File: config.mk
export PLATFORM = sky130hd
export DESIGN_NAME = regfile_scan_display
export DESIGN_NICKNAME = d
export VERILOG_FILES = /design/src/rtl/regfile_scan_display.sv
export SDC_FILE = /design/constraint.sdc
export NUM_CORES = 1
export LEC_CHECK = 0
export BUFFER_PORTS_ARGS = -buffer_cell sky130_fd_sc_hd__buf_4
export CAP_MARGIN = 20
export CORE_MARGIN = 1.5
export CORE_UTILIZATION = 45
export DETAILED_ROUTE_END_ITERATION = 6
export GPL_TIMING_DRIVEN = 0
export PLACE_DENSITY = 0.65
export REMOVE_ABC_BUFFERS = 1
export SLEW_MARGIN = 25
export SYNTH_ARGS = -nofsm -noshare
export SYNTH_HDL_FRONTEND = slang
export SYNTH_SLANG_ARGS = --single-unit
File: constraint.sdc
create_clock -name clk -period 6.3 [get_ports clk]
set_clock_uncertainty 0.15 [all_clocks]
set_input_delay 1.89 -clock clk [delete_from_list [all_inputs] [get_ports clk]]
set_output_delay 1.89 -clock clk [all_outputs]
set_load 0.01 [all_outputs]
File: src/rtl/regfile_scan_display.sv
// Scans four regfile entries onto a multiplexed 4-digit seven-segment display.
// Optional REGFILE_SCAN_PAGE_DP_EN lights the digit-3 decimal point when the upper page is shown.
module regfile_scan_display #(
  parameter int DWELL_CYCLES = 100000,
  parameter int CNT_W        = 17
) (
  input  logic       clk,
  input  logic       reset,
  input  logic       page,
  input  logic       blank,
  input  logic [3:0] rd_data,
  output logic [2:0] rd_addr,
  output logic [7:0] segment,
  output logic [3:0] anode
);

  typedef enum logic [1:0] {SETTLE, CAPTURE, SHOW} state_t;

  localparam logic [CNT_W-1:0] CNT_LAST = CNT_W'(DWELL_CYCLES - 1);

  state_t           state;
  logic [1:0]       digit;
  logic             page_q;
  logic [CNT_W-1:0] cnt;
  logic [6:0]       seg_q;
  logic             dp;

  function automatic logic [6:0] decode(input logic [3:0] v);
    case (v)
      4'h0: decode = 7'h40;  4'h1: decode = 7'h79;
      4'h2: decode = 7'h24;  4'h3: decode = 7'h30;
      4'h4: decode = 7'h19;  4'h5: decode = 7'h12;
      4'h6: decode = 7'h02;  4'h7: decode = 7'h78;
      4'h8: decode = 7'h00;  4'h9: decode = 7'h10;
      4'hA: decode = 7'h08;  4'hB: decode = 7'h03;
      4'hC: decode = 7'h46;  4'hD: decode = 7'h21;
      4'hE: decode = 7'h06;  default: decode = 7'h0E;
    endcase
  endfunction

  always_ff @(posedge clk) begin
    if (reset) begin
      state   <= SETTLE;
      digit   <= 2'd0;
      page_q  <= 1'b0;
      cnt     <= '0;
      rd_addr <= 3'd0;
      seg_q   <= 7'h7F;
    end else begin
      case (state)
        SETTLE:  state <= CAPTURE;
        CAPTURE: begin
          seg_q <= decode(rd_data);
          state <= SHOW;
        end
        SHOW: begin
          if (cnt == CNT_LAST) begin
            cnt   <= '0;
            digit <= digit + 2'd1;
            state <= SETTLE;
            // page is only taken at the frame boundary so a frame never mixes pages
            if (digit == 2'd3) begin
              page_q  <= page;
              rd_addr <= {page, 2'd0};
            end else begin
              rd_addr <= {page_q, digit + 2'd1};
            end
          end else begin
            cnt <= cnt + 1'b1;
          end
        end
        default: state <= SETTLE;
      endcase
    end
  end

  always_comb begin
    anode = 4'hF;
    if (state == SHOW && !blank) anode[digit] = 1'b0;
  end

`ifdef REGFILE_SCAN_PAGE_DP_EN
  assign dp = !(state == SHOW && digit == 2'd3 && page_q);
`else
  assign dp = 1'b1;
`endif

  assign segment = {dp, seg_q};

endmodule

==> results.sh <==
export IMPL_area_growth_pct=17.5
export IMPL_routed_via_density=5.55
export IMPL_hold_viol_final=0
export IMPL_antenna_found_initial=0
export IMPL_hpwl_um=2420
export IMPL_ios=23
export IMPL_p_int_uw=359
export IMPL_clock_power_share_pct=43.6
export IMPL_synth_seq_cells=31
export IMPL_diodes=0
export IMPL_tightestPinTransition_ns=0.671
export IMPL_rsz0062_at_grt="no"
export IMPL_clock_latency_ns=0.29
export IMPL_vias=1416
export IMPL_min_from="seg_q[5]$_SDFFE_PP1N_"
export IMPL_rows=21
export IMPL_setup_tns_ns=0
export IMPL_cts_root_buf="clkbuf_8"
export IMPL_synth_mux_area_share_pct=7.11
export IMPL_outcome="finished clean"
export IMPL_vdd_ir_drop_max_uv=123
export IMPL_cts_htree_levels=2
export IMPL_grt_pass1_vias=1313
export IMPL_whs_ns=0.317
export IMPL_drv_slew=0
export IMPL_cts_made_buffers=5
export IMPL_synth_edf_count=0
export IMPL_route_detailed_drc=0
export IMPL_grt_pass1_wl_um=5870
export IMPL_fin_area_um2=1940
export IMPL_nets=227
export IMPL_start_util_pct=48.1
export IMPL_synth_compound_area_share_pct=12.4
export IMPL_clock_sinks=31
export IMPL_path_max_fanout=4
export IMPL_cts_tree="done"
export IMPL_synth_area_leaders="dfxtp_1 (37%), ha_1 (8.3%), nor2_1 (4.5%)"
export IMPL_fin_crit_ns=4.48
export IMPL_clk_pin_slew_worst_paths_ns=0.06
export IMPL_dieArea_um2=4050
export IMPL_yosysTopAreaCellShare_pct=37.5
export IMPL_yosysSeqAreaShare_pct=37.5
export IMPL_p_leak_uw=0.000729
export IMPL_p_switching_uw=113
export IMPL_synth_area_um2=1660
export IMPL_hold_buffers=0
export IMPL_crit_arrival_ns=2.44
export IMPL_synth_fa_ha_area_share_pct=8.31
export IMPL_power_density_nw_per_um2=243
export IMPL_synth_top_family_by_area="simple AND/OR/NAND/NOR gates"
export IMPL_worstReg2RegStart="cnt[12]$_SDFFE_PP0N_"
export IMPL_grt_max_degree=16
export IMPL_path_class="input port to output pin"
export IMPL_fmax_mhz=223
export IMPL_dr_pass1_iters=4
export IMPL_maxCapViolCount=0
export IMPL_async_reset_ff_share_pct=0
export IMPL_crit_path_end_kind="output pin"
export IMPL_r2r_end="cnt[4]$_SDFFE_PP0N_"
export IMPL_design_core_area_um2=3440
export IMPL_detail_route_wl_per_cell_um=13.3
export IMPL_reg2reg_depth=4
export IMPL_globalRouteTotalUtil_pct=18.5
export IMPL_yosys_area_top_type="dfxtp_1"
export IMPL_syn_avg_cell_area_um2=8.76
export IMPL_synth_xor_area_share_pct=6.35
export IMPL_r2r_slack_ns=3.98
export IMPL_place_area_um2=1830
export IMPL_drive_above_1_share_pct=17.2
export IMPL_yosys_warnings=0
export IMPL_hp_class="flop to flop"
export IMPL_syn_instance_count=189
export IMPL_fp_dieW_um=63.7
export IMPL_ys_types=38
export IMPL_power_frac_seq_pct=44.8
export IMPL_grt_ovfl_total=0
export IMPL_cts_resized=0
export IMPL_slew_limit_headroom_pct=55.2
export IMPL_place_port_buffers=21
export IMPL_hold_path_cell_count=1
export IMPL_setup_viol=0
export IMPL_startpoint_type="input port"
export IMPL_fin_crit_sh_pct=71.1
export IMPL_synthSimpleGateAreaFrac_pct=23.7
export IMPL_drt_iter0_markers=71
export IMPL_cts_setup_buffers=0
export IMPL_clk_path_buf_depth=2
export IMPL_antenna_left=0
export IMPL_routabilityCongestion=0.864
export IMPL_min_to="seg_q[5]$_SDFFE_PP1N_"
export IMPL_routed_wl_um=3390
export IMPL_synthFlopType="dfxtp_1"
export IMPL_startpoint="blank"
export IMPL_die_y_um=63.7
export IMPL_pwr_share_comb_pct=11.6
export IMPL_cp_required_ns=4.26
export IMPL_power_switching_share_pct=24.0
## critical path, stage by stage
cell and delay (ns):
buf_4 0.11, nor2_1 0.21, nand2_1 0.09, buf_4 0.15
## worst max-delay path by stage
stage	endpoint	slack, ns	cells after the start
CTS	anode[1]	1.82	4
global route	anode[3]	1.77	4
finish	anode[0]	1.82	4
global placement	anode[0]	1.85	4
floorplan	anode[0]	2.08	2
detailed placement	anode[1]	1.83	4
## logic make-up (layout without fill, tap and decap cells)
| group | count (synthesis) | count (layout) |
|---|---|---|
| AND/OR/NAND/NOR | 75 | 75 |
| other | 1 | 1 |
| flip-flops | 31 | 31 |
| multiplexers | 10 | 10 |
| buffers and inverters | 17 | 37 |
| XOR/XNOR | 12 | 12 |
| adder cells (fa/ha/maj) | 11 | 11 |
| AO/OA/AOI/OAI | 32 | 32 |
## synthesized netlist by cell type (all sizes together), types with 2 or more instances
cell    number
a211o        5
a21oi       10
and4         2
buf          5
clkbuf       4
dfxtp       31
ha          11
inv          8
mux2         4
mux2i        5
nand2       14
nand2b       2
nand3        6
nand4        9
nand4b       2
nor2        20
nor2b        2
nor3         6
nor4         2
o211ai       3
o21ai        9
o31ai        2
or3          2
or4          3
or4b         2
xnor2        5
xor2         7
## cell usage in the layout, fill, tap and decap left out, types with 4 or more instances in the layout
master and n:
dfxtp_1 31, buf_4 21, nor2_1 20, nand2_1 14, ha_1 11, a21oi_1 10
nand4_1 9, inv_1 8, o21ai_0 8, xor2_1 7, nor3_1 6, nand3_1 6
clkbuf_8 6, a211o_1 5, mux2i_1 5, xnor2_1 5, mux2_2 4
## registers in the layout (all words and copies together) (netlist names)
register and flops:
page_q 1, state 2, digit 1, rd_addr 3, seg_q 7, cnt 17
## per-stage QoR
step | worst slack [ns] | power, uW | std cells | utilization (%)
after floorplan | 2.08 | 246 | 180 | -
after global placement | 1.85 | 269 | 247 | 53.1
after detailed placement | 1.83 | 271 | 247 | 53.1
after CTS | 1.82 | 474 | 255 | 56.5
after global routing | 1.77 | 491 | 255 | 56.5
final | 1.82 | 472 | 255 | 56.5
## power by group through the flow
stage	clock (uW)	combinational, uW	sequential [uW]
after floorplan	0	28.2	218
after global placement	0	53.4	216
after detailed placement	0	54.9	216
after CTS	208	55.0	212
after global routing	218	60.1	213
final	206	54.6	212
## area by class of cell
class	count	area (um2)
fill	334	1500
multi-input combinational	141	961
sequential	31	621
timing repair buffer	21	158
clock buffer	6	82.6
tap	46	57.6
clock inverter	2	35.0
inverter	8	30.0
## layer usage
layer  vias to the layer above  routed length (um)  GRT usage (%)
met2                        27                1560           29.6
li1                        709                   -              -
met5                         -                   0              0
met4                         0                  61           8.15
met1                       675                1650           23.2
met3                         5                 115           4.82
(Power assumes the default switching activity.)
